===== config.mk =====
export PLATFORM = sky130hd
export DESIGN_NAME = uart_byte_rx_sampler_flat
export DESIGN_NICKNAME = d
export VERILOG_FILES = /design/src/rtl/uart_byte_rx_sampler_if.sv /design/src/rtl/uart_byte_rx_sampler.sv /design/src/flat_wrapper.sv
export SDC_FILE = /design/constraint.sdc
export NUM_CORES = 1
export LEC_CHECK = 0
export ABC_AREA = 1
export CAP_MARGIN = 20
export CORE_UTILIZATION = 30
export CTS_BUF_LIST = sky130_fd_sc_hd__clkbuf_4
export CTS_CLUSTER_SIZE = 14
export DETAILED_ROUTE_END_ITERATION = 16
export PLACE_DENSITY = 0.44
export REMOVE_ABC_BUFFERS = 1
export SYNTH_ARGS = -nofsm -noshare
export SYNTH_HDL_FRONTEND = slang
export SYNTH_SLANG_ARGS = --single-unit

===== constraint.sdc =====
create_clock -name clk -period 3.4 [get_ports clk]
set_clock_uncertainty 0.1 [all_clocks]
set_input_delay 0.68 -clock clk [delete_from_list [all_inputs] [get_ports clk]]
set_output_delay 0.68 -clock clk [all_outputs]
set_load 0.01 [all_outputs]

===== src/rtl/uart_byte_rx_sampler_if.sv =====
// Byte-delivery bus of the UART receive sampler: received byte, completion and
// framing-error strobes, and the receiver busy flag.
interface uart_byte_rx_sampler_if;
    logic [7:0] data;
    logic       done;
    logic       frame_err;
    logic       busy;

    modport master (
        output data,
        output done,
        output frame_err,
        output busy
    );

    modport slave (
        input data,
        input done,
        input frame_err,
        input busy
    );
endinterface


===== src/rtl/uart_byte_rx_sampler.sv =====
// 8N1 UART byte receiver: 2-FF synchroniser, start-bit glitch rejection,
// mid-bit sampling, framing-error detection, one-cycle done/frame_err strobes.
module uart_byte_rx_sampler #(
    parameter int CLK_FREQ = 100_000_000,
    parameter int BAUD     = 9600
) (
    input  logic                    clk,
    input  logic                    reset,
    input  logic                    rx,
    uart_byte_rx_sampler_if.master  byte_bus
);

    localparam int CPB   = CLK_FREQ / BAUD;
    localparam int CNT_W = (CPB > 1) ? $clog2(CPB) : 1;
    localparam logic [CNT_W-1:0] CNT_LAST = CNT_W'(CPB - 1);
    localparam logic [CNT_W-1:0] CNT_MID  = CNT_W'((CPB - 1) / 2);

    generate
        if (CPB < 4) begin : g_cpb_check
            $error("uart_byte_rx_sampler: CLK_FREQ/BAUD must be at least 4");
        end
    endgenerate

    typedef enum logic [2:0] {
        IDLE,
        START,
        DATA,
        STOP,
        BREAK
    } state_t;

    state_t           state, state_d;
    logic [CNT_W-1:0] cnt, cnt_d;
    logic [2:0]       bit_idx, bit_idx_d;
    logic [7:0]       shift, shift_d;
    logic [7:0]       data_q, data_d;
    logic             done_q, done_d;
    logic             err_q, err_d;
    logic [1:0]       sync_q;
    logic             rx_s;

    // Synchroniser flops reset to 1 so an idle line is not mistaken for a start bit.
    always_ff @(posedge clk) begin
        if (reset) begin
            sync_q <= 2'b11;
        end else begin
            sync_q <= {sync_q[0], rx};
        end
    end

    assign rx_s = sync_q[1];

    always_ff @(posedge clk) begin
        if (reset) begin
            state   <= IDLE;
            cnt     <= '0;
            bit_idx <= 3'd0;
            shift   <= 8'h00;
            data_q  <= 8'h00;
            done_q  <= 1'b0;
            err_q   <= 1'b0;
        end else begin
            state   <= state_d;
            cnt     <= cnt_d;
            bit_idx <= bit_idx_d;
            shift   <= shift_d;
            data_q  <= data_d;
            done_q  <= done_d;
            err_q   <= err_d;
        end
    end

    always_comb begin
        state_d   = state;
        cnt_d     = cnt;
        bit_idx_d = bit_idx;
        shift_d   = shift;
        data_d    = data_q;
        done_d    = 1'b0;
        err_d     = 1'b0;

        case (state)
            IDLE: begin
                if (!rx_s) begin
                    state_d = START;
                    cnt_d   = '0;
                end
            end

            // A start bit that is no longer low at its centre was a glitch.
            START: begin
                if (cnt == CNT_MID) begin
                    cnt_d = '0;
                    if (!rx_s) begin
                        state_d   = DATA;
                        bit_idx_d = 3'd0;
                    end else begin
                        state_d = IDLE;
                    end
                end else begin
                    cnt_d = cnt + CNT_W'(1);
                end
            end

            DATA: begin
                if (cnt == CNT_LAST) begin
                    shift_d[bit_idx] = rx_s;
                    cnt_d            = '0;
                    if (bit_idx == 3'd7) begin
                        state_d = STOP;
                    end else begin
                        bit_idx_d = bit_idx + 3'd1;
                    end
                end else begin
                    cnt_d = cnt + CNT_W'(1);
                end
            end

            // Returning to IDLE at the stop-bit centre leaves half a bit of margin
            // for a back-to-back start bit.
            STOP: begin
                if (cnt == CNT_LAST) begin
                    cnt_d = '0;
                    if (rx_s) begin
                        data_d  = shift;
                        done_d  = 1'b1;
                        state_d = IDLE;
                    end else begin
                        err_d   = 1'b1;
                        state_d = BREAK;
                    end
                end else begin
                    cnt_d = cnt + CNT_W'(1);
                end
            end

            BREAK: begin
                if (rx_s) begin
                    state_d = IDLE;
                end
            end

            default: begin
                state_d = IDLE;
                cnt_d   = '0;
            end
        endcase
    end

    assign byte_bus.data      = data_q;
    assign byte_bus.done      = done_q;
    assign byte_bus.frame_err = err_q;
    assign byte_bus.busy      = (state != IDLE);

endmodule


===== src/flat_wrapper.sv =====
// flat-port wrapper written by rule: the top's interface ports become plain ports
module uart_byte_rx_sampler_flat 
#(
    parameter int CLK_FREQ = 100_000_000,
    parameter int BAUD     = 9600
)
  (clk, reset, rx, byte_bus_data, byte_bus_done, byte_bus_frame_err, byte_bus_busy);
  uart_byte_rx_sampler_if byte_bus_i ();
  input  logic clk;
  input  logic reset;
  input  logic rx;
  output wire logic [$bits(byte_bus_i.data)-1:0] byte_bus_data;
  output wire logic [$bits(byte_bus_i.done)-1:0] byte_bus_done;
  output wire logic [$bits(byte_bus_i.frame_err)-1:0] byte_bus_frame_err;
  output wire logic [$bits(byte_bus_i.busy)-1:0] byte_bus_busy;
  assign byte_bus_data = byte_bus_i.data;
  assign byte_bus_done = byte_bus_i.done;
  assign byte_bus_frame_err = byte_bus_i.frame_err;
  assign byte_bus_busy = byte_bus_i.busy;
  uart_byte_rx_sampler #(.CLK_FREQ(CLK_FREQ), .BAUD(BAUD)) u_core (.clk(clk), .reset(reset), .rx(rx), .byte_bus(byte_bus_i));
endmodule

==> After elaboration in Yosys (flattened, before gate mapping) <==
Cells that the tools add are included.
Widths: inputs -> output; s select.
{ "word_totals": {"register_bits": 40, "latchBits": 0, "ram_bits": 0, "mem_bits_ro": 0, "out_inout_bits": 11, "wordCells": 64, "mem_count": 0} }
{ "classes": {"addsub": 2, "mul": 0, "div_mod_pow": 0, "magnitude_cmp": 2, "eq_ne": 15, "n_shift": 0, "mux": 23, "n_bitwise": 3, "reduce_logical": 11} }
{ "ops": {"columns": ["operator", "n"], "rows": [
  ["$pmux 14 s4", 1],
  ["$mux 14", 3],
  ["$mux 3", 11],
  ["$pmux 3 s5", 1],
  ["$add 14x1->14 const B", 1],
  ["$eq 14x13->1 const B", 1],
  ["$eq 14x14->1 const B", 1],
  ["$ne 2x1->1 const B", 5],
  ["$bwmux 8", 1],
  ["$eq 3x2->1 const B", 2],
  ["$eq 3x3->1 const B", 2],
  ["$ne 2x2->1 const B", 3],
  ["$pmux 3 s2", 1],
  ["$reduce_and 6->1", 1],
  ["$reduce_and 5->1", 1],
  ["$lt 3x4->1 const B", 1],
  ["$reduce_and 2->1", 2],
  ["$add 3x1->3 const B", 1],
  ["$demux 1 s3", 1],
  ["$eq 3x1->1 const B", 1],
  ["$ge 3x1->1 const B", 1],
  ["$logic_not 3->1", 1],
  ["$mux 1", 3],
  ["$not 1->1", 3],
  ["7 further kinds", 7]
]} }

==> Depth between registers and ports, before layout <==
Gate-level depths: netlist (run 1).
{ "depth": {"ltp_word": 5, "ltp_mapped": 11} }

==> Worst setup path before layout (run 1) <==
OpenSTA, ideal clock, no wires.
{ "synth_timing": {"kind": "register -> register", "from": "register u_core.cnt[0]", "to": "register u_core.cnt[6]", "arrival_ps": 1377, "required_time_ps": 3183, "path_slack_ps": 1806, "stages_incl_launch_ff": 10, "cell_sequence": "dfxtp_1 -> ha_1 -> nand3_2 -> nor2_2 -> nand2_4 -> nand2_4 -> nand2_4 -> o21ai_2 -> buf_6 -> nor2_1"} }
{ "synth_via": {"elab_chain_cells": 3} }
{ "synth_rtl": {"columns": ["element", "line_no", "source"], "rows": [
  ["start: declaration", "uart_byte_rx_sampler.sv:33", "logic [CNT_W-1:0] cnt, cnt_d;"],
  ["start signal: assignment", "uart_byte_rx_sampler.sv:64", "cnt <= cnt_d;"],
  ["$add 14x1->14, or another cell as far along", "uart_byte_rx_sampler.sv:101, uart_byte_rx_sampler.sv:115, uart_byte_rx_sampler.sv:133", null],
  ["$mux 14 (on tied branches)", "uart_byte_rx_sampler.sv:106, uart_byte_rx_sampler.sv:122, uart_byte_rx_sampler.sv:92", null],
  ["$pmux 14 s4 (*)", "uart_byte_rx_sampler.sv:82", "case (state)"]
]} }
Every way passes the cells marked *; elsewhere a longest branch is shown, timed or not.
A chain may end at the register's enable or synchronous reset.

==> Worst setup path after layout (run 1) <==
{ "layout_timing": {"from": "register u_core.state[0]", "to": "output port byte_bus_busy"} }
{ "layout_via": {"elab_chain_cells": 1} }
{ "layout_rtl": {"columns": ["element", "line_no", "source"], "rows": [
  ["start: declaration", "uart_byte_rx_sampler.sv:32", "state_t state, state_d;"],
  ["start signal: assignment", "uart_byte_rx_sampler.sv:63", "state <= state_d;"],
  ["$reduce_bool 3->1", "uart_byte_rx_sampler.sv:153", "assign byte_bus.busy = (state != IDLE);"],
  ["end: declaration", "flat_wrapper.sv:15", "output wire logic [$bits(byte_bus_i.busy)-1:0] byte_bus_busy;"]
]} }
No other way between the ends.

==> results of run 1 <==
synthesized netlist by cell type:
cell type and number:
nor2_1 75, nand2_4 3, inv_1 40, o21bai_1 2, mux2i_1 1, o21ai_0 12, o21ai_1 1, nand2_1 81
nor3_4 1, nand3_1 12, a21oi_1 4, clkbuf_1 4, dfxtp_1 40, xor2_1 3, buf_6 1, buf_2 1
nand4_1 9, nand2_2 1, nand3_2 3, nand3b_1 2, o21ai_2 1, nor4_1 1, nor2_2 6, ha_1 3
nand4_2 1, or2_2 2, nor3_1 9
metal layers:
layer,share of wire (%),vias up,routed length (um),track usage [%]
met5,0,-,0,0
met4,0.81,0,40,4.85
met3,3.4,5,169,3.60
met2,39,29,1940,20.7
met1,57,841,2810,22.1
li1,-,1027,-,-
flip-flops by register name (all words and copies together) (netlist names):
signal	count
u_core.shift	8
u_core.cnt	14
u_core.byte_bus.frame_err	1
u_core.sync_q	2
u_core.state	3
u_core.byte_bus.done	1
u_core.byte_bus.data	8
u_core.bit_idx	3
per-stage QoR:
stage          util, %  hold WS (ns)  power, mW  instance area [um^2]
3_3_place_gp      35.1         0.308       1.05                  2290
2_1_floorplan        -         0.289      0.905                  2050
5_1_grt           36.3         0.362       1.48                  2370
4_1_cts           36.3         0.352       1.38                  2370
3_5_place_dp      35.1         0.301       1.05                  2290
6_report          36.3         0.350       1.37                  2370
path summary, 6_finish.rpt:
path / cells after the start / end / startpoint
setup / recovery: 3 / byte_bus_busy / u_core.state[0]
hold / removal: 1 / u_core.sync_q[1] / u_core.sync_q[0]
setup reg to reg: 10 / u_core.cnt[2] / u_core.cnt[0]
hold reg to reg: 1 / u_core.sync_q[1] / u_core.sync_q[0]
power groups by stage:
stage                     logic, mW  registers, mW  clock network, mW
after global placement        0.495          0.557                  0
after CTS                     0.497          0.546              0.340
after global routing          0.564          0.552              0.362
after detailed placement      0.493          0.557                  0
after floorplan               0.358          0.547                  0
final                         0.492          0.547              0.331
kinds of logic (layout without fill, tap and decap cells):
family,Yosys count,after routing,share of synthesized area [%]
simple gates,206,206,44.1
buf+inv,46,63,8.71
flops,40,40,38.5
compound gates,20,20,5.23
fa+ha+maj,3,3,1.80
xor+xnor,3,3,1.26
mux,1,1,0.481
cell type report:
type                            count  area share [%]
Multi-Input combinational cell    233            46.4
Sequential cell                    40            33.8
Inverter                           40            6.33
Timing Repair Buffer               15            6.12
Tap cell                           77            4.06
Clock inverter                      3            1.79
Clock buffer                        5            1.58
==> impl_metrics.tcl, run 1 <==
set metrics [dict create \
    status "complete, no violations" \
    io_pins 14 \
    p_leak_nw 1.11 \
    die_h_um 85.3 \
    ys_warn_count 0 \
    vias 1902 \
    syn_inst 319 \
    cts_root_buf "clkbuf_4" \
    wl_um 4960 \
    antenna_found_initial 0 \
    critPathKind "reg -> out" \
    cp_data_required_time_ns 2.62 \
    area_growth_pct 13.9 \
    final_antenna_net_count 0 \
    drt_iter0_drc 137 \
    clkSinkCount 40 \
    max_freq_mhz 432 \
    fill_cells 722 \
    tightest_slew_ns 0.585 \
    p_per_area_mw_per_mm2 577 \
    rsz0062_at_grt "false" \
    syn-cell-area_mm2 0.00208 \
    crit_family "buffers and inverters" \
    slew_viol_final 0 \
    arrival_ns 1.53 \
    place.gp.congestion 0.827 \
    synth_top_area_share_pct 38.5 \
    ys_seq_elements 40 \
    hold_viol 0 \
    cp_num_buf_inv 1 \
    crit_fanout 5 \
    final_cell_mix "81 x nand2_1, 75 x nor2_1, 40 x inv_1, 40 x dfxtp_1, 13 x clkdlybuf4s50_1" \
    fin_tns_setup_ns 0 \
    crit_slowest_cell "clkdlybuf4s50_1" \
    row_count 29 \
    min_period_over_period_pct 68.1 \
    ys_top_cells_by_area "dfxtp_1 38%, nand2_1 15%, nor2_1 14%, inv_1 7.2%, nand3_1 2.9%" \
    slew_headroom_pct 60.9 \
    min_period_ns 2.31 \
    n_antenna_cell 0 \
    drtPass1Iterations 4 \
    drcViolationCount 0 \
    postCtsHoldBufs 0 \
    hold_class "reg -> reg" \
    grt_pass1_vias 1688 \
    core_mm2 0.00653 \
    cts_max_level 2 \
    clk_path_buf_depth 2 \
    wl_per_cell_um 12.0 \
    clk_pin_slew_ns 0.13 \
    grt_max_degree 20 \
    fin_nets 341 \
    layout.cells.non_filler 413 \
    synth.distinct_cells 27 \
    comb_power_share_pct 35.9 \
    power_frac_clock_pct 24.1 \
    cts_resized 0 \
    gr-usage-all-layers_pct 14.8 \
    yosysTopAreaCell "dfxtp_1" \
    p_sw_share_pct 40.1 \
    p_sw_mw 0.549 \
    dieArea_mm2 0.00728 \
    r2r_slack_ns 1.37 \
    pre_cts_ws_ns 1.30 \
    grt_pass1_wl_um 8310 \
    cts_setup_buffers 0 \
    p_int_mw 0.820 \
    critical-path-max-stage-delay_ns 0.49 \
    ys_seq_area_share_pct 38.5 \
    clock_latency_ns 0.35 \
    place_inst 405 \
    cts_tree "yes" \
    crit_chain "nor2_1 > nand2_1 > clkdlybuf4s50_1" \
    seqCellArea_um2 801 \
    dpl.hpwl_um 3570 \
    drive_gt1_share_pct 8.33 \
    syn_area_per_cell_um2 6.53 \
    seq_power_share_pct 40.0 \
    ir_worst_vdd_mv 0.259 \
    crit_path_start_kind "flop" \
    portBuffers 13 \
    worstSetupEndpointType "primary output" \
    die_width_um 85.3 \
    start_util_pct 31.9 \
    multi_input_area_mm2 0.00110 \
    drv_cap 0 \
    finalWorstSetupSlack_ns 1.09 \
    routed_via_density 4.61 \
    layout_commonest_cell "nand2_1" \
    finalSetupViolCount 0 \
    overflow 0 \
    cts_buffers 5 \
]
Note: power is estimated with default switching activity, not from simulation.
==> run 2: changes to the inputs <==
==> constraint.sdc (replaced) <==
create_clock -name clk -period 2.3 [get_ports clk]
set_clock_uncertainty 0.1 [all_clocks]
set_input_delay 0.46 -clock clk [delete_from_list [all_inputs] [get_ports clk]]
set_output_delay 0.46 -clock clk [all_outputs]
set_load 0.01 [all_outputs]
==> run 2 against run 1 <==
Combinational power up 49%; worst setup slack worse by 0.86 ns; core utilization increased by 0.096 points; via count fell by 0.42%; power is 39% higher; final cell count is 0.97% higher; flip-flop and latch count unchanged; critical path depth unchanged; critical endpoint unchanged.
==> impl_metrics.tcl, run 2 (synthesized netlist as in run 1, its figures left out) <==
set metrics [dict create \
    critical-path-max-stage-delay_ns 0.48 \
    min_period_over_period_pct 90.0 \
    cp_num_buf_inv 1 \
    crit_chain "nor2_1 > nand2_1 > clkdlybuf4s50_1" \
    dpl.hpwl_um 3620 \
    clk_path_buf_depth 2 \
    worstSetupEndpointType "primary output" \
    crit_path_start_kind "flop" \
    grt_pass1_vias 1828 \
    drv_cap 0 \
    cts_root_buf "clkbuf_4" \
    slew_headroom_pct 73.6 \
    startpoint "u_core.state[0]" \
    tightest_slew_ns 0.395 \
    dieArea_mm2 0.00728 \
    portBuffers 13 \
    p_int_mw 1.11 \
    wl_um 4880 \
    multi_input_area_mm2 0.00110 \
    place_inst 409 \
    min_period_ns 2.07 \
    p_per_area_mw_per_mm2 799 \
    p_leak_nw 1.11 \
    row_count 29 \
    die_width_um 85.3 \
    worstHoldStart "u_core.sync_q[0]" \
    critPathKind "reg -> out" \
    place.gp.congestion 0.804 \
    crit_family "buffers and inverters" \
    fin_tns_setup_ns 0 \
    area_growth_pct 14.2 \
    drcViolationCount 0 \
    wl_per_cell_um 11.7 \
    crit_slowest_cell "clkdlybuf4s50_1" \
    grt_max_degree 20 \
    cts_max_level 2 \
    final_cell_mix "81 x nand2_1, 75 x nor2_1, 40 x inv_1, 40 x dfxtp_1, 13 x clkdlybuf4s50_1" \
    cts_resized 0 \
    status "complete, no violations" \
    largest_reg_flops 14 \
    cts_setup_buffers 0 \
    cp_data_required_time_ns 1.74 \
    vias 1894 \
    drt_iter0_drc 96 \
    clkSinkCount 40 \
    cts_buffers 5 \
    wl_met1_um 2660 \
    finalCoreUtilization_pct 36.4 \
    start_util_pct 31.9 \
    io_pins 14 \
    r2r_slack_ns 0.44 \
    overflow 0 \
    r2r-start "u_core.cnt[0]" \
    hold_class "reg -> reg" \
    core_mm2 0.00653 \
    crit_fanout 5 \
    slew_viol_final 0 \
    postCtsHoldBufs 0 \
    ir_worst_vdd_mv 0.566 \
    p_sw_share_pct 41.4 \
    met2_length_um 1990 \
    layout.cells.non_filler 417 \
    wl_met3_um 181 \
    arrival_ns 1.51 \
    finalSetupViolCount 0 \
    cts_tree "yes" \
    rsz0062_at_grt "false" \
    gr-usage-all-layers_pct 15.1 \
    fin_nets 345 \
    layout_commonest_cell "nand2_1" \
    seqCellArea_um2 801 \
    n_antenna_cell 0 \
    highest_layer "met4" \
    antenna_found_initial 0 \
    drtPass1Iterations 4 \
    clk_pin_slew_ns 0.12 \
    power_frac_clock_pct 19.1 \
    fill_cells 718 \
    max_freq_mhz 483 \
    die_h_um 85.3 \
    hold_viol 0 \
    drive_gt1_share_pct 9.12 \
    routed_via_density 4.54 \
    regMostFlops "u_core.cnt" \
    clock_latency_ns 0.35 \
    p_sw_mw 0.787 \
    grt_pass1_wl_um 8580 \
    seq_power_share_pct 42.3 \
    final_antenna_net_count 0 \
    comb_power_share_pct 38.6 \
]
==> run 2: cell count changes in the layout (fill, tap and decap cells not counted), sizes merged <==
| cell | before | now |
|---|---|---|
| clkinvlp | 1 | 2 |
| buf | 2 | 6 |
| bufinv | 1 | 0 |
==> run 2: layout make-up <==
class / count / area share (%)
clock buffers: 5 / 1.58
clock inverters: 3 / 0.789
inverters: 40 / 6.31
multi-input cells: 233 / 46.2
flip-flops and latches: 40 / 33.7
well taps: 77 / 4.05
repair buffers: 19 / 7.36
==> run 2: worst reg2reg max path: stages (launching register included) <==
cell	delay, ns
dfxtp_1	0.38
ha_1	0.22
nand3_2	0.15
nor2_1	0.36
nand4_2	0.32
nor2_1	0.19
nor2_1	0.06
==> run 2: power by group through the flow <==
stage / registers [mW] / logic (mW) / clock network [mW]
3_3_place_gp: 0.821 / 0.748 / 0
6_report: 0.804 / 0.734 / 0.363
5_1_grt: 0.812 / 0.855 / 0.423
2_1_floorplan: 0.808 / 0.530 / 0
4_1_cts: 0.804 / 0.749 / 0.386
3_5_place_dp: 0.820 / 0.742 / 0
==> run 2: path summary, 6_finish.rpt <==
kind	end	cells past startpoint
worst min-delay path	u_core.sync_q[1]	1
worst max register to register	u_core.byte_bus.data[4]	6
worst max-delay path	byte_bus_busy	3
worst min register to register	u_core.sync_q[1]	1
==> run 2: per-layer routing <==
metal	up-vias	GRT usage [%]
met2	36	22.7
met3	4	2.92
li1	1032	-
met4	0	5.00
met1	822	21.6
met5	-	0
==> run 2: through the flow <==
stage               setup slack (ns)  power [mW]  hold slack, ns  area (um^2)
global placement               0.452        1.57           0.307         2320
CTS                            0.196        1.94           0.339         2380
floorplan                      0.415        1.34           0.289         2050
detailed placement             0.416        1.56           0.305         2320
global route                   0.114        2.09           0.363         2380
finish                         0.231        1.90           0.334         2380
